File: src/rtl/dsdaccel_pkg.sv
// rtl/dsdaccel_pkg.sv - shared constants, state encoding and helpers for the inference ROM sequencer
package dsdaccel_pkg;

   localparam logic [9:0] ADDR_L1W_BASE = 10'd0;
   localparam logic [9:0] ADDR_L2W_BASE = 10'd768;
   localparam logic [9:0] ADDR_L3W_BASE = 10'd896;
   localparam logic [9:0] ADDR_L1OUT    = 10'd920;
   localparam logic [9:0] ADDR_L2OUT    = 10'd921;
   localparam logic [9:0] ADDR_IMG_BASE = 10'd960;
   localparam logic [1:0] L1_CHUNKS     = 2'd3;

   typedef enum logic [3:0] {
      S_IDLE, S_L1, S_W1, S_WB1, S_L2, S_W2, S_WB2, S_L3, S_W3, S_FIN
   } romseq_state_t;

   // Layer number tagged onto reads issued from an Lx state
   function automatic logic [1:0] layer_of(romseq_state_t s);
      case (s)
         S_L1:    return 2'd1;
         S_L2:    return 2'd2;
         S_L3:    return 2'd3;
         default: return 2'd0;
      endcase
   endfunction

endpackage

File: src/rtl/dsdaccel_romseq_if.sv
// rtl/dsdaccel_romseq_if.sv - control and RAM/MAC-side signal bundle of the ROM sequencer
interface dsdaccel_romseq_if;
   logic       i_START;
   logic       i_MAC_READY;
   logic       o_BUSY;
   logic       o_DONE;
   logic [9:0] o_PA_ADDR;
   logic [9:0] o_PB_ADDR;
   logic       o_PB_WE;
   logic       o_RD_VALID;
   logic [1:0] o_LAYER;
   logic [7:0] o_NEURON;
   logic [1:0] o_CHUNK;
   logic       o_NEURON_LAST;

   modport master (
      input  i_START, i_MAC_READY,
      output o_BUSY, o_DONE, o_PA_ADDR, o_PB_ADDR, o_PB_WE,
             o_RD_VALID, o_LAYER, o_NEURON, o_CHUNK, o_NEURON_LAST
   );

   modport slave (
      output i_START, i_MAC_READY,
      input  o_BUSY, o_DONE, o_PA_ADDR, o_PB_ADDR, o_PB_WE,
             o_RD_VALID, o_LAYER, o_NEURON, o_CHUNK, o_NEURON_LAST
   );
endinterface

File: src/rtl/dsdaccel_romseq.sv
// rtl/dsdaccel_romseq.sv - issues all layer reads and writebacks of one inference
module dsdaccel_romseq
   import dsdaccel_pkg::*;
#(
   parameter int L1_NEURONS = 256,
   parameter int L2_NEURONS = 128,
   parameter int L3_NEURONS = 10,
   parameter int MAC_LAT    = 2
) (
   input  logic          i_CLK,
   input  logic          i_RST,
   dsdaccel_romseq_if.master bus
);

   localparam int WAIT_W = (MAC_LAT > 0) ? $clog2(MAC_LAT + 1) : 1;
   localparam logic [7:0] L1_LAST = 8'(L1_NEURONS - 1);
   localparam logic [7:0] L2_LAST = 8'(L2_NEURONS - 1);
   localparam logic [7:0] L3_LAST = 8'(L3_NEURONS - 1);

   romseq_state_t     state_q, state_d;
   logic [7:0]        neuron_q, neuron_d;
   logic [1:0]        chunk_q, chunk_d;
   logic [WAIT_W-1:0] wait_q, wait_d;
   logic [9:0]        pa_q, pa_d, pb_q, pb_d;
   logic              we_q, we_d, busy_q, busy_d, done_q, done_d;
   logic              valid_q, valid_d, tlast_q, tlast_d;
   logic [1:0]        layer_q, layer_d, tchunk_q, tchunk_d;
   logic [7:0]        tneuron_q, tneuron_d;
   logic              chunk_end, neuron_end;

   // State, counters and every output register; reset drops everything including in-flight valid
   always_ff @(posedge i_CLK) begin
      if (i_RST) begin
         state_q   <= S_IDLE;
         neuron_q  <= '0;
         chunk_q   <= '0;
         wait_q    <= '0;
         pa_q      <= '0;
         pb_q      <= '0;
         we_q      <= 1'b0;
         busy_q    <= 1'b0;
         done_q    <= 1'b0;
         valid_q   <= 1'b0;
         layer_q   <= '0;
         tneuron_q <= '0;
         tchunk_q  <= '0;
         tlast_q   <= 1'b0;
      end else begin
         state_q   <= state_d;
         neuron_q  <= neuron_d;
         chunk_q   <= chunk_d;
         wait_q    <= wait_d;
         pa_q      <= pa_d;
         pb_q      <= pb_d;
         we_q      <= we_d;
         busy_q    <= busy_d;
         done_q    <= done_d;
         valid_q   <= valid_d;
         layer_q   <= layer_d;
         tneuron_q <= tneuron_d;
         tchunk_q  <= tchunk_d;
         tlast_q   <= tlast_d;
      end
   end

   // Next state, issue counters, next addresses and the tags of the read issued this cycle
   always_comb begin
      state_d    = state_q;
      neuron_d   = neuron_q;
      chunk_d    = chunk_q;
      wait_d     = wait_q;
      pa_d       = pa_q;
      pb_d       = pb_q;
      valid_d    = 1'b0;
      layer_d    = 2'd0;
      tneuron_d  = 8'd0;
      tchunk_d   = 2'd0;
      tlast_d    = 1'b0;
      chunk_end  = 1'b1;
      neuron_end = 1'b0;
      case (state_q)
         S_IDLE: begin
            if (bus.i_START) begin
               state_d  = S_L1;
               pa_d     = ADDR_L1W_BASE;
               pb_d     = ADDR_IMG_BASE;
               neuron_d = '0;
               chunk_d  = '0;
            end
         end
         S_L1, S_L2, S_L3: begin
            if (bus.i_MAC_READY) begin
               chunk_end = (state_q != S_L1) || (chunk_q == L1_CHUNKS - 2'd1);
               case (state_q)
                  S_L1:    neuron_end = (neuron_q == L1_LAST);
                  S_L2:    neuron_end = (neuron_q == L2_LAST);
                  default: neuron_end = (neuron_q == L3_LAST);
               endcase
               valid_d   = 1'b1;
               layer_d   = layer_of(state_q);
               tneuron_d = neuron_q;
               tchunk_d  = chunk_q;
               tlast_d   = chunk_end;
               if (chunk_end && neuron_end) begin
                  // Last read of the layer: addresses hold through the drain wait
                  neuron_d = '0;
                  chunk_d  = '0;
                  wait_d   = WAIT_W'(MAC_LAT);
                  case (state_q)
                     S_L1:    state_d = S_W1;
                     S_L2:    state_d = S_W2;
                     default: state_d = S_W3;
                  endcase
               end else begin
                  // Weight rows are contiguous in every layer (3n+c is sequential in L1)
                  pa_d = pa_q + 10'd1;
                  if (chunk_end) begin
                     neuron_d = neuron_q + 8'd1;
                     chunk_d  = '0;
                  end else begin
                     chunk_d = chunk_q + 2'd1;
                  end
                  if (state_q == S_L1) pb_d = ADDR_IMG_BASE + {8'd0, chunk_d};
               end
            end
         end
         S_W1, S_W2, S_W3: begin
            if (wait_q == '0) begin
               case (state_q)
                  S_W1: begin state_d = S_WB1; pb_d = ADDR_L1OUT; end
                  S_W2: begin state_d = S_WB2; pb_d = ADDR_L2OUT; end
                  default: state_d = S_FIN;
               endcase
            end else begin
               wait_d = wait_q - 1'b1;
            end
         end
         S_WB1: begin
            state_d = S_L2;
            pa_d    = ADDR_L2W_BASE;
            pb_d    = ADDR_L1OUT;
         end
         S_WB2: begin
            state_d = S_L3;
            pa_d    = ADDR_L3W_BASE;
            pb_d    = ADDR_L2OUT;
         end
         default: state_d = S_IDLE;
      endcase
      busy_d = !(state_d inside {S_IDLE, S_FIN});
      done_d = (state_d == S_FIN);
      we_d   = (state_d inside {S_WB1, S_WB2});
   end

   assign bus.o_BUSY        = busy_q;
   assign bus.o_DONE        = done_q;
   assign bus.o_PA_ADDR     = pa_q;
   assign bus.o_PB_ADDR     = pb_q;
   assign bus.o_PB_WE       = we_q;
   assign bus.o_RD_VALID    = valid_q;
   assign bus.o_LAYER       = layer_q;
   assign bus.o_NEURON      = tneuron_q;
   assign bus.o_CHUNK       = tchunk_q;
   assign bus.o_NEURON_LAST = tlast_q;

endmodule

File: src/flat_wrapper.sv
// flat-port wrapper written by rule: the top's interface ports become plain ports
module dsdaccel_romseq_flat import dsdaccel_pkg::*;
#(
   parameter int L1_NEURONS = 256,
   parameter int L2_NEURONS = 128,
   parameter int L3_NEURONS = 10,
   parameter int MAC_LAT    = 2
)
  (i_CLK, i_RST, bus_i_START, bus_i_MAC_READY, bus_o_BUSY, bus_o_DONE, bus_o_PA_ADDR, bus_o_PB_ADDR, bus_o_PB_WE, bus_o_RD_VALID, bus_o_LAYER, bus_o_NEURON, bus_o_CHUNK, bus_o_NEURON_LAST);
  dsdaccel_romseq_if bus_i ();
  input  logic i_CLK;
  input  logic i_RST;
  input wire logic [$bits(bus_i.i_START)-1:0] bus_i_START;
  input wire logic [$bits(bus_i.i_MAC_READY)-1:0] bus_i_MAC_READY;
  output wire logic [$bits(bus_i.o_BUSY)-1:0] bus_o_BUSY;
  output wire logic [$bits(bus_i.o_DONE)-1:0] bus_o_DONE;
  output wire logic [$bits(bus_i.o_PA_ADDR)-1:0] bus_o_PA_ADDR;
  output wire logic [$bits(bus_i.o_PB_ADDR)-1:0] bus_o_PB_ADDR;
  output wire logic [$bits(bus_i.o_PB_WE)-1:0] bus_o_PB_WE;
  output wire logic [$bits(bus_i.o_RD_VALID)-1:0] bus_o_RD_VALID;
  output wire logic [$bits(bus_i.o_LAYER)-1:0] bus_o_LAYER;
  output wire logic [$bits(bus_i.o_NEURON)-1:0] bus_o_NEURON;
  output wire logic [$bits(bus_i.o_CHUNK)-1:0] bus_o_CHUNK;
  output wire logic [$bits(bus_i.o_NEURON_LAST)-1:0] bus_o_NEURON_LAST;
  assign bus_i.i_START = bus_i_START;
  assign bus_i.i_MAC_READY = bus_i_MAC_READY;
  assign bus_o_BUSY = bus_i.o_BUSY;
  assign bus_o_DONE = bus_i.o_DONE;
  assign bus_o_PA_ADDR = bus_i.o_PA_ADDR;
  assign bus_o_PB_ADDR = bus_i.o_PB_ADDR;
  assign bus_o_PB_WE = bus_i.o_PB_WE;
  assign bus_o_RD_VALID = bus_i.o_RD_VALID;
  assign bus_o_LAYER = bus_i.o_LAYER;
  assign bus_o_NEURON = bus_i.o_NEURON;
  assign bus_o_CHUNK = bus_i.o_CHUNK;
  assign bus_o_NEURON_LAST = bus_i.o_NEURON_LAST;
  dsdaccel_romseq #(.L1_NEURONS(L1_NEURONS), .L2_NEURONS(L2_NEURONS), .L3_NEURONS(L3_NEURONS), .MAC_LAT(MAC_LAT)) u_core (.i_CLK(i_CLK), .i_RST(i_RST), .bus(bus_i));
endmodule
File: config.mk
export PLATFORM = sky130hd
export DESIGN_NAME = dsdaccel_romseq_flat
export DESIGN_NICKNAME = d
export VERILOG_FILES = /design/src/rtl/dsdaccel_pkg.sv /design/src/rtl/dsdaccel_romseq_if.sv /design/src/rtl/dsdaccel_romseq.sv /design/src/flat_wrapper.sv
export SDC_FILE = /design/constraint.sdc
export NUM_CORES = 1
export LEC_CHECK = 0
export ABC_AREA = 1
export ABC_CLOCK_PERIOD_IN_PS = 1820
export CAP_MARGIN = 5
export CELL_PAD_IN_SITES_DETAIL_PLACEMENT = 0
export CELL_PAD_IN_SITES_GLOBAL_PLACEMENT = 2
export CORE_MARGIN = 5
export CORE_UTILIZATION = 32
export CTS_CLUSTER_DIAMETER = 40
export DETAILED_ROUTE_END_ITERATION = 12
export DONT_BUFFER_PORTS = 1
export GPL_TIMING_DRIVEN = 1
export PLACE_DENSITY = 0.83
export SLEW_MARGIN = 10
export SYNTH_ARGS = -nofsm -noshare
export SYNTH_HDL_FRONTEND = slang
export SYNTH_SLANG_ARGS = --single-unit
File: constraint.sdc
create_clock -name i_CLK -period 1.82 [get_ports i_CLK]
set_input_delay 0.273 -clock i_CLK [delete_from_list [all_inputs] [get_ports i_CLK]]
set_output_delay 0.273 -clock i_CLK [all_outputs]
set_load 0.05 [all_outputs]
==> impl_summary.txt, run 1 <==
----------------------------------------------------
[Synthesis]
  Flops & latches, synth ... 48
  Instance count of the mapped netlist ... 309
  Post-synth cell types ... 37
  List of most frequent post-synthesis cells ... sky130_fd_sc_hd__nand2_1, sky130_fd_sc_hd__dfxtp_1, sky130_fd_sc_hd__nor2_1, sky130_fd_sc_hd__inv_1, sky130_fd_sc_hd__a21oi_1
  Async set-or-reset flop fraction in the synthesized netlist ... 0
  Sequential area share after synthesis ... 0.403
  Number of flops mapped to enable cells by yosys ... 0
  Cell type with the highest aggregate area in the netlist ... sky130_fd_sc_hd__dfxtp_1
  Top-area cell type share of the netlist area ... 0.403
  Predominant post-synthesis flop cell ... sky130_fd_sc_hd__dfxtp_1
  Dominant cell by count in the synthesized netlist ... sky130_fd_sc_hd__nand2_1
  Warnings, synthesis ... 0
  Area contributors post-synth ... sky130_fd_sc_hd__dfxtp_1, sky130_fd_sc_hd__nand2_1, sky130_fd_sc_hd__nor2_1
  Mean Syn Cell Area ... 7.72 um2
  Mapped Area ... 2390 um2

[Worst setup path]
  Launching point of the worst reg2reg path ... u_core.state_q[2]
  Critical Path Most Common Cell ... sky130_fd_sc_hd__nand2_1
  Count of buffering cells on the critical path with inverters included ... 2
  WP depth ... 13
  Family with the most delay on the worst path ... simple AND/OR/NAND/NOR gates
  Slowest cell on the critical path ... sky130_fd_sc_hd__dfxtp_4
  Type of the setup path with the least slack ... reg2reg
  Reg2reg path depth ... 13
  Worst setup startpoint ... u_core.state_q[2]
  Flop2flop setup slack ... 20 ps
  Top fanout value on the critical path ... 4
  Nature of the critical path startpoint ... register
  Stage delay of the slowest cell on the critical path ... 390 ps
  Required time reported for the critical path endpoint ... 2050 ps
  Type of element capturing the critical path ... register
  Arrival @ worst endpoint ... 2030 ps
  Capturing instance or port of the critical path ... u_core.bus.o_PB_WE
  Reg2reg end ... u_core.bus.o_PB_WE
  Critical path, cell by cell ... inv_4 -> nor2_4 -> nand2_4 -> nand2_1 -> nand2_1 -> nand2_2 -> buf_4 -> nand3_2 -> nand2_1 -> nand2_1 -> a21oi_2 -> nand2_1 -> a21oi_1

[Floorplan]
  Number of top-level design ports ... 41
  Starting density of the core ... 0.329
  Standard cell core area ... 7250 um2
  DIE AREA ... 9280 um2
  Number of core rows ... 31
  Die Height ... 96.4 um
  DIE WIDTH ... 96.4 um

[Hold path]
  Cell depth of the worst hold path ... 1
  Worst hold-check path type ... in2reg

[Clock network]
  CTS Buf Count ... 5
  Total number of clock tree sinks ... 48
  Clock tree from TritonCTS ... built
  Hold-fix buffers, CTS ... 0
  Clock transition at the registers of the reported paths ... 100 ps
  CTS Root Cell ... sky130_fd_sc_hd__clkbuf_8
  Clock latency reported for the late side of the worst-skew pair ... 300 ps
  Buffer levels on the longest clock path ... 2
  CTS H-Tree Depth ... 2

[Routing]
  Detailed router's first-iteration violation count ... 118
  Wirelength per Cell ... 12.7 um
  Detailed Route WL ... 5.87 mm
  Routed Antenna Nets ... 0
  Number of remaining DRC errors ... 0
  Vias/cell ... 4.51
  Vias ... 2093
  Length of the first detailed-routing pass in iterations ... 4

[Cells and area]
  Layout Area Growth over Synthesis ... 27.9%
  Antenna diode count ... 0
  Final non-filler cell area ... 3050 um2
  Share of layout cells above drive strength 1 ... 0.329
  Non-filler instance count after layout ... 464
  Number of nets in the layout ... 372

[Timing]
  Minimum setup slack in the final design ... 19.7 ps
  Final worst-path cycle share ... 0.989
  Highest achievable clock rate ... 555 MHz
  Final worst clock skew ... 12.2 ps
  Headroom to the max-slew limit ... 0.659
  # setup viols final ... 0
  Hold violation total from the final report ... 0
  Transition time of the tightest slew-check pin ... 511 ps
  Min Tclk post-route ... 1800 ps
  Final Max Tran Viols ... 0
  RSZ-0062 raised after global routing ... yes

[GRT]
  Wire length of the first global-routing pass ... 9.45 mm
  Overall track demand over capacity in global routing ... 0.131
  Vias in the first global route ... 1976
  Overflow left after global routing ... 0
  Antenna violations before repair ... 0
  Pin count of the biggest net entering global routing ... 16

[Placed design]
  Cell Area, Placed ... 2820 um2
  Count of port buffers added during placement ... 0
  DP Wirelength ... 4.57 mm
  DP Cell Count ... 447
  Post-placement worst setup slack ... -115 ps
  Routability congestion estimate from global placement ... 0.869

[Power and ir drop]
  Power per unit of standard cell area ... 711 nW/um2
  Cell leakage power ... 1.34 nW
  Worst supply voltage drop on vdd ... 0.252 mV

[Status]
  Outcome ... finished clean

[Run]
  Total of max-cap violations ... 0

----------------------------------------------------
[worst min-delay path by stage]
stage,startpoint,endpoint
finish,i_RST,u_core.bus.o_PA_ADDR[3]
global route,i_RST,u_core.bus.o_PA_ADDR[3]
CTS,i_RST,u_core.bus.o_PA_ADDR[2]
detailed placement,i_RST,u_core.bus.o_PB_ADDR[4]
global placement,i_RST,u_core.bus.o_PB_ADDR[4]
floorplan,i_RST,u_core.bus.o_PB_ADDR[4]
[sequential cells by signal (all words and copies together), names as in the netlist, 2 cells and up]
| name | flops |
|---|---|
| u_core.bus.o_CHUNK | 2 |
| u_core.bus.o_LAYER | 2 |
| u_core.bus.o_NEURON | 8 |
| u_core.bus.o_PA_ADDR | 10 |
| u_core.bus.o_PB_ADDR | 5 |
| u_core.chunk_q | 2 |
| u_core.neuron_q | 8 |
| u_core.state_q | 4 |
| u_core.wait_q | 2 |
[power breakdown]
group | internal (mW) | leakage [nW] | switching (mW)
Sequential | 1.08 | 0.392 | 0.0478
Combinational | 0.152 | 0.903 | 0.250
Clock | 0.274 | 0.0414 | 0.369
Total | 1.50 | 1.34 | 0.667
[placed cells by master, fill, tap and decap left out, types with 3 or more instances in the layout]
cell type	instances
sky130_fd_sc_hd__inv_4	3
sky130_fd_sc_hd__inv_2	6
sky130_fd_sc_hd__o21ai_1	3
sky130_fd_sc_hd__nand3b_1	3
sky130_fd_sc_hd__buf_4	55
sky130_fd_sc_hd__o21ai_0	6
sky130_fd_sc_hd__nand3_2	6
sky130_fd_sc_hd__nand2_4	6
sky130_fd_sc_hd__nand2_1	52
sky130_fd_sc_hd__a21oi_1	20
sky130_fd_sc_hd__nand4_1	6
sky130_fd_sc_hd__nor2_2	3
sky130_fd_sc_hd__nand3_1	19
sky130_fd_sc_hd__a31oi_1	4
sky130_fd_sc_hd__nor2_4	7
sky130_fd_sc_hd__nand3_4	3
sky130_fd_sc_hd__nor2_1	34
sky130_fd_sc_hd__nand2_2	7
sky130_fd_sc_hd__clkbuf_8	5
sky130_fd_sc_hd__xor2_1	9
sky130_fd_sc_hd__dfxtp_1	44
sky130_fd_sc_hd__ha_1	4
sky130_fd_sc_hd__inv_1	31
sky130_fd_sc_hd__a21oi_2	4
[cell families after synthesis]
group	Yosys count	share of synthesized area
buffers and inverters	51	0.0960
AND/OR/NAND/NOR	152	0.339
other	1	0.00157
AO/OA/AOI/OAI	44	0.106
adder cells (fa/ha/maj)	4	0.0210
XOR/XNOR	9	0.0330
flip-flops	48	0.403
[worst register-to-register path: cells and delay by family (launching register included)]
| kind | cells | cell delay [ps] |
|---|---|---|
| buffers and inverters | 2 | 160 |
| AOI/OAI and AO/OA | 2 | 310 |
| and+or+nand+nor | 9 | 880 |
| DFF | 1 | 390 |
[what timing repair did]
item	in CTS	in global routing
setup buffers	0	9
cloned	0	0
gates resized for setup	3	24
pin swaps	0	9
endpoints found under the hold margin	0	2
endpoints found under the setup margin	17	22
[routing by layer]
| metal | part of all wire | track usage | vias to the layer above |
|---|---|---|---|
| met2 | 0.48 | 0.210 | 35 |
| met4 | 0.015 | 0.0502 | 0 |
| met5 | 0 | 0 | - |
| met3 | 0.044 | 0.0328 | 8 |
| met1 | 0.47 | 0.169 | 948 |
| li1 | - | - | 1102 |
[stage by stage]
step / power [mW] / util / TNS, ps / hold WS [ps]
3_3_place_gp: 1.52 / 0.388 / -1100 / 338
5_1_grt: 2.28 / 0.421 / -472 / -2.91
2_1_floorplan: 1.41 / - / 0 / 335
4_1_cts: 2.18 / 0.402 / -10.4 / 11.3
6_report: 2.17 / 0.421 / 0 / 17.2
3_5_place_dp: 1.53 / 0.388 / -888 / 339
[area by class of cell]
type                            instances  area [um2]
Timing Repair Buffer                   58         455
Inverter                               40         158
Clock inverter                          2        16.3
Clock buffer                            6        72.6
Tap cell                               99         124
Fill cell                             750        4200
Multi-Input combinational cell        211        1260
Sequential cell                        48         971
Note: power is estimated with default switching activity, not from simulation.
==> run 2: changes to the inputs <==
MAX_ROUTING_LAYER = met4   (was not set)
==> impl_summary.txt, run 2 (synthesis gave the netlist of run 1 again) <==
----------------------------------------------------
[Cells and area]
  Layout Area Growth over Synthesis ... 27.9% (unchanged)
  Largest register FFs ... 10 (unchanged)
  Final non-filler cell area ... 3050 um2 (unchanged)
  Number of nets in the layout ... 372 (unchanged)
  Share of layout cells above drive strength 1 ... 0.329 (unchanged)
  Register Area ... 971 um2 (unchanged)
  Antenna diode count ... 0 (unchanged)
  Combined area of the multi-input logic cells ... 1260 um2 (unchanged)
  Most common cell after layout, fill and taps aside ... sky130_fd_sc_hd__buf_4
  Most frequent cells in the layout ... sky130_fd_sc_hd__buf_4, sky130_fd_sc_hd__nand2_1, sky130_fd_sc_hd__dfxtp_1, sky130_fd_sc_hd__nor2_1, sky130_fd_sc_hd__inv_1
  Non-filler instance count after layout ... 464 (unchanged)
  Fillers ... 750 (unchanged)

[Placed design]
  DP Cell Count ... 447 (unchanged)
  DP Wirelength ... 4.57 mm (unchanged)
  Cell Area, Placed ... 2820 um2 (unchanged)
  Routability congestion estimate from global placement ... 0.883 (+1.6%)
  Count of port buffers added during placement ... 0 (unchanged)

[Timing]
  Final worst clock skew ... 12.2 ps (-0.0631 ps)
  Highest achievable clock rate ... 555 MHz (unchanged)
  Min Tclk post-route ... 1800 ps (+0.000700 ps)
  Hold violation total from the final report ... 0 (unchanged)
  Final worst-path cycle share ... 0.989 (about the same)
  Transition time of the tightest slew-check pin ... 511 ps (-0.0377 ps)
  Worst hold margin ... 17.1 ps (-0.0802 ps)
  # setup viols final ... 0 (unchanged)
  Final Max Tran Viols ... 0 (unchanged)
  RSZ-0062 raised after global routing ... yes
  Headroom to the max-slew limit ... 0.659 (about the same)
  Post-route setup TNS ... 0 ps (unchanged)

[Routing]
  Detailed router's first-iteration violation count ... 125 (+5.9%)
  Vias ... 2090 (-0.14%)
  Wirelength per Cell ... 12.6 um (about the same)
  Top layer reached by signal wires ... met4
  Number of remaining DRC errors ... 0 (unchanged)
  Detailed Route WL ... 5.87 mm (about the same)
  Detailed route wirelength on metal3 ... 269 um (+5.1%)
  Length of the first detailed-routing pass in iterations ... 4 (unchanged)
  DRT met1 WL ... 2.71 mm (-0.73%)
  Routed Antenna Nets ... 0 (unchanged)
  Detailed route wirelength on metal2 ... 2.80 mm (+0.18%)
  Vias/cell ... 4.50 (-0.14%)

[GRT]
  Wire length of the first global-routing pass ... 9.45 mm (unchanged)
  Overall track demand over capacity in global routing ... 0.135 (+0.00368)
  Overflow left after global routing ... 0 (unchanged)
  Antenna violations before repair ... 0 (unchanged)
  Vias in the first global route ... 1977 (+0.051%)
  Pin count of the biggest net entering global routing ... 16 (unchanged)

[Floorplan]
  Die Height ... 96.4 um (unchanged)
  Starting density of the core ... 0.329 (unchanged)
  DIE WIDTH ... 96.4 um (unchanged)
  DIE AREA ... 9280 um2 (unchanged)
  Number of top-level design ports ... 41 (unchanged)
  Number of core rows ... 31 (unchanged)
  Standard cell core area ... 7250 um2 (unchanged)

[Worst setup path]
  Stage delay of the slowest cell on the critical path ... 390 ps (about the same)
  Critical path, cell by cell ... inv_4 -> nor2_4 -> nand2_4 -> nand2_1 -> nand2_1 -> nand2_2 -> buf_4 -> nand3_2 -> nand2_1 -> nand2_1 -> a21oi_2 -> nand2_1 -> a21oi_1
  Family with the most delay on the worst path ... simple AND/OR/NAND/NOR gates
  Nature of the critical path startpoint ... register
  Type of element capturing the critical path ... register
  Slowest cell on the critical path ... sky130_fd_sc_hd__dfxtp_4
  Required time reported for the critical path endpoint ... 2050 ps (about the same)
  Type of the setup path with the least slack ... reg2reg
  Count of buffering cells on the critical path with inverters included ... 2 (unchanged)
  Top fanout value on the critical path ... 4 (unchanged)
  Critical Path Most Common Cell ... sky130_fd_sc_hd__nand2_1
  Arrival @ worst endpoint ... 2030 ps (about the same)

[Clock network]
  CTS Buf Count ... 5 (unchanged)
  Clock transition at the registers of the reported paths ... 100 ps (about the same)
  Clock tree from TritonCTS ... built
  Total number of clock tree sinks ... 48 (unchanged)
  CTS H-Tree Depth ... 2 (unchanged)
  CTS Root Cell ... sky130_fd_sc_hd__clkbuf_8
  Hold-fix buffers, CTS ... 0 (unchanged)
  Buffer levels on the longest clock path ... 2 (unchanged)
  Clock latency reported for the late side of the worst-skew pair ... 300 ps (about the same)

[Power and ir drop]
  Cell leakage power ... 1.34 nW (unchanged)
  Power per unit of standard cell area ... 711 nW/um2 (about the same)
  Worst supply voltage drop on vdd ... 0.252 mV (about the same)

[Hold path]
  Worst hold-check path type ... in2reg

[Status]
  Outcome ... finished clean

[Run]
  Total of max-cap violations ... 0 (unchanged)

----------------------------------------------------
run 2: cell counts in the layout (fill, tap and decap cells not counted):
No cell type changed its count.
run 2: worst paths after layout:
| kind | to | slack [ps] | from | cells past startpoint |
|---|---|---|---|---|
| setup / recovery | u_core.bus.o_PB_WE | 20 | u_core.state_q[2] | 13 |
| hold / removal | u_core.bus.o_PA_ADDR[3] | 20 | i_RST | 1 |
| setup reg to reg | u_core.bus.o_PB_WE | 20 | u_core.state_q[2] | 13 |
| hold reg to reg | u_core.bus.o_NEURON[6] | 490 | u_core.neuron_q[6] | 2 |
run 2: timing repair:
item / 4_1_cts / 5_1_grt
setup endpoints to repair: 17 / 22
gates resized for setup: 3 / 24
buffers inserted: 0 / 9
pin swaps: 0 / 9
endpoints found under the hold margin: 0 / 2
run 2: area by class of cell:
class                           instances  share of cell area
Sequential cell                        48               0.318
Tap cell                               99              0.0406
Timing Repair Buffer                   58               0.149
Clock buffer                            6              0.0238
Multi-Input combinational cell        211               0.411
Clock inverter                          2             0.00533
Inverter                               40              0.0516
run 2: power by group:
group,total (mW),internal (mW),switching [mW]
clock network,0.642,0.274,0.368
registers,1.12,1.08,0.0475
logic,0.402,0.152,0.250
run 2: through the flow:
step	power (mW)	worst slack, ps	util
6_report	2.17	19.7	0.421
5_1_grt	2.28	-67.1	0.421
4_1_cts	2.18	-10.4	0.402
3_5_place_dp	1.53	-115	0.388
3_3_place_gp	1.52	-135	0.388
2_1_floorplan	1.41	37.5	-
run 2: metal layers:
| metal | vias up | GRT usage |
|---|---|---|
| met3 | 8 | 0.0313 |
| met2 | 38 | 0.210 |
| met5 | - | - |
| met4 | 0 | 0.0502 |
| met1 | 941 | 0.170 |
| li1 | 1103 | - |
==> run 3: changes to the inputs <==
ABC_CLOCK_PERIOD_IN_PS = 1600   (was 1820)
CORE_MARGIN = 3   (was 5)
clock period = 1.6 ns   (was 1.82 ns; I/O delays follow)
==> impl_summary.txt, run 3 (synthesis gave the netlist of run 1 again) <==
----------------------------------------------------
[Timing]
  Worst hold margin ... -28.3 ps (-45.4 ps)
  Min Tclk post-route ... 1790 ps (-10.4 ps)
  Final worst clock skew ... 15.2 ps (+3.08 ps)
  Transition time of the tightest slew-check pin ... 573 ps (+62.1 ps)
  Final Max Tran Viols ... 0 (unchanged)
  Highest achievable clock rate ... 559 MHz (+0.58%)
  Minimum setup slack in the final design ... -190 ps (-210 ps)
  Headroom to the max-slew limit ... 0.617 (-0.0415)
  # setup viols final ... 31 (+31)
  Hold violation total from the final report ... 14 (+14)
  Final worst-path cycle share ... 1.12 (+0.130)
  RSZ-0062 raised after global routing ... yes

[Routing]
  Detailed router's first-iteration violation count ... 70 (-44%)
  Length of the first detailed-routing pass in iterations ... 4 (unchanged)
  DRT met1 WL ... 3.13 mm (+15%)
  Vias/cell ... 4.54 (+0.72%)
  Wirelength per Cell ... 13.2 um (+4.3%)
  Routed Antenna Nets ... 0 (unchanged)
  Detailed route wirelength on metal2 ... 3.00 mm (+7.4%)
  Vias ... 2223 (+6.4%)
  Top layer reached by signal wires ... met4
  Detailed Route WL ... 6.46 mm (+10%)
  Number of remaining DRC errors ... 0 (unchanged)
  Detailed route wirelength on metal3 ... 245 um (-8.9%)

[Floorplan]
  DIE WIDTH ... 92.4 um (-4.2%)
  Number of top-level design ports ... 41 (unchanged)
  Standard cell core area ... 7020 um2 (-3.2%)
  Die Height ... 92.4 um (-4.2%)
  DIE AREA ... 8530 um2 (-8.1%)
  Starting density of the core ... 0.340 (+0.0110)
  Number of core rows ... 30 (-3.2%)

[Clock network]
  Clock transition at the registers of the reported paths ... 100 ps (about the same)
  CTS Root Cell ... sky130_fd_sc_hd__clkbuf_8
  Total number of clock tree sinks ... 48 (unchanged)
  CTS Buf Count ... 5 (unchanged)
  Buffer levels on the longest clock path ... 2 (unchanged)
  Clock latency reported for the late side of the worst-skew pair ... 310 ps (about the same)
  CTS H-Tree Depth ... 2 (unchanged)
  Clock tree from TritonCTS ... built

[GRT]
  Vias in the first global route ... 2100 (+6.2%)
  Overflow left after global routing ... 0 (unchanged)
  Antenna violations before repair ... 0 (unchanged)
  Overall track demand over capacity in global routing ... 0.158 (+0.0233)
  Pin count of the biggest net entering global routing ... 17 (+1)
  Wire length of the first global-routing pass ... 10.4 mm (+9.7%)

[Worst setup path]
  Required time reported for the critical path endpoint ... 1800 ps (-250 ps)
  Nature of the critical path startpoint ... register
  Type of element capturing the critical path ... register
  Arrival @ worst endpoint ... 1990 ps (-40 ps)
  Slowest cell on the critical path ... sky130_fd_sc_hd__dfxtp_4
  Stage delay of the slowest cell on the critical path ... 370 ps (-20 ps)
  Critical path, cell by cell ... buf_6 -> nor2_4 -> nand2_2 -> nor2_4 -> inv_1 -> nor2_1 -> inv_2 -> nand2_4 -> nor2_4 -> nand2_4 -> inv_6 -> nand3_2 -> xor2_1 -> nor2_1
  Type of the setup path with the least slack ... reg2reg
  Flop2flop setup slack ... -190 ps (-210 ps)
  Top fanout value on the critical path ... 5 (+1)
  Reg2reg path depth ... 14 (+1)
  Critical Path Most Common Cell ... sky130_fd_sc_hd__nor2_4

[Cells and area]
  Utilization of the core after routing ... 0.514 (+0.0935)
  Most common cell after layout, fill and taps aside ... sky130_fd_sc_hd__buf_4
  Fillers ... 678 (-9.6%)
  Number of nets in the layout ... 401 (+7.8%)
  Antenna diode count ... 0 (unchanged)
  Layout Area Growth over Synthesis ... 51.3%
  Share of layout cells above drive strength 1 ... 0.500 (+0.171)
  Largest register FFs ... 10 (unchanged)
  Register Area ... 982 um2 (+1.2%)
  Combined area of the multi-input logic cells ... 1500 um2 (+19%)
  Non-filler instance count after layout ... 490 (+5.6%)
  Most frequent cells in the layout ... sky130_fd_sc_hd__buf_4, sky130_fd_sc_hd__dfxtp_1, sky130_fd_sc_hd__nand2_1, sky130_fd_sc_hd__nor2_1, sky130_fd_sc_hd__inv_1

[Status]
  Outcome ... finished, violations left
  Failing checks ... hold timing, setup timing

[Placed design]
  DP Wirelength ... 4.63 mm (+1.5%)
  DP Cell Count ... 462 (+3.4%)
  Post-placement worst setup slack ... -196 ps (-80.1 ps)
  Count of port buffers added during placement ... 0 (unchanged)
  Routability congestion estimate from global placement ... 0.850 (-3.7%)

[Run]
  Total of max-cap violations ... 0 (unchanged)

[Power and ir drop]
  Cell leakage power ... 1.58 nW (+18%)
  Worst supply voltage drop on vdd ... 0.392 mV (+56%)
  Net switching component of the power ... 859 uW (+29%)
  Portion of total power attributed to sequential cells ... 0.430 (-0.088)
  Power per unit of standard cell area ... 822 nW/um2 (+16%)
  Power Internal ... 2.11 mW (+40%)
  Clock network power share ... 0.363 (+0.067)
  Combinational fraction of design power ... 0.207 (+0.022)
  Tot Pwr ... 2.97 mW (+37%)
  Share of total power consumed by net switching ... 0.289 (-0.0175)

[Hold path]
  Cell depth of the worst hold path ... 1 (unchanged)
  Worst hold-check path type ... in2reg

----------------------------------------------------
==> run 3: layout make-up <==
class                      instances  share of cell area
inverter                          40              0.0464
multi-input combinational        212               0.414
clock inverter                     3              0.0191
clock buffer                       5              0.0191
tap                               96              0.0333
sequential                        48               0.272
timing repair buffer              86               0.196
==> run 3: worst paths after layout <==
| path | startpoint | to |
|---|---|---|
| max | u_core.state_q[0] | u_core.neuron_q[7] |
| min | i_RST | u_core.bus.o_PA_ADDR[4] |
| max reg2reg | u_core.state_q[0] | u_core.neuron_q[7] |
| min reg2reg | u_core.bus.o_PB_ADDR[8] | u_core.bus.o_PB_ADDR[8] |
==> run 3: metal layers <==
metal | vias to the layer above | track usage
met4 | 0 | 0.0446
met3 | 7 | 0.0349
li1 | 1154 | -
met5 | - | -
met1 | 1026 | 0.207
met2 | 36 | 0.247
==> run 3: through the flow <==
step           area, um2  setup TNS, ps
2_1_floorplan       2430         -0.629
5_1_grt             3610          -6850
3_3_place_gp        2990          -2680
4_1_cts             3350          -1510
6_report            3610          -3270
3_5_place_dp        2990          -3400
==> run 3: timing repair <==
item / 4_1_cts / 5_1_grt
gates cloned: 1 / 0
pin swaps: 23 / 34
endpoints found under the setup margin: 42 / 43
endpoints found under the hold margin: 14 / 14
gates resized for setup: 52 / 48
buffers inserted: 9 / 11
==> run 3: worst max-delay path: cells and delay by family (launching register included) <==
family / cells / cell delay (ps)
xor gates and xnor gates: 1 / 150
DFF: 1 / 370
buffers and inverters: 4 / 300
and+or+nand+nor: 9 / 870
==> run 3: power by group through the flow <==
stage / sequential, mW / clock (mW) / combinational, mW
global placement: 1.31 / 0 / 0.446
finish: 1.28 / 1.08 / 0.615
detailed placement: 1.31 / 0 / 0.449
CTS: 1.28 / 1.11 / 0.522
global route: 1.28 / 1.14 / 0.662
floorplan: 1.35 / 0 / 0.261
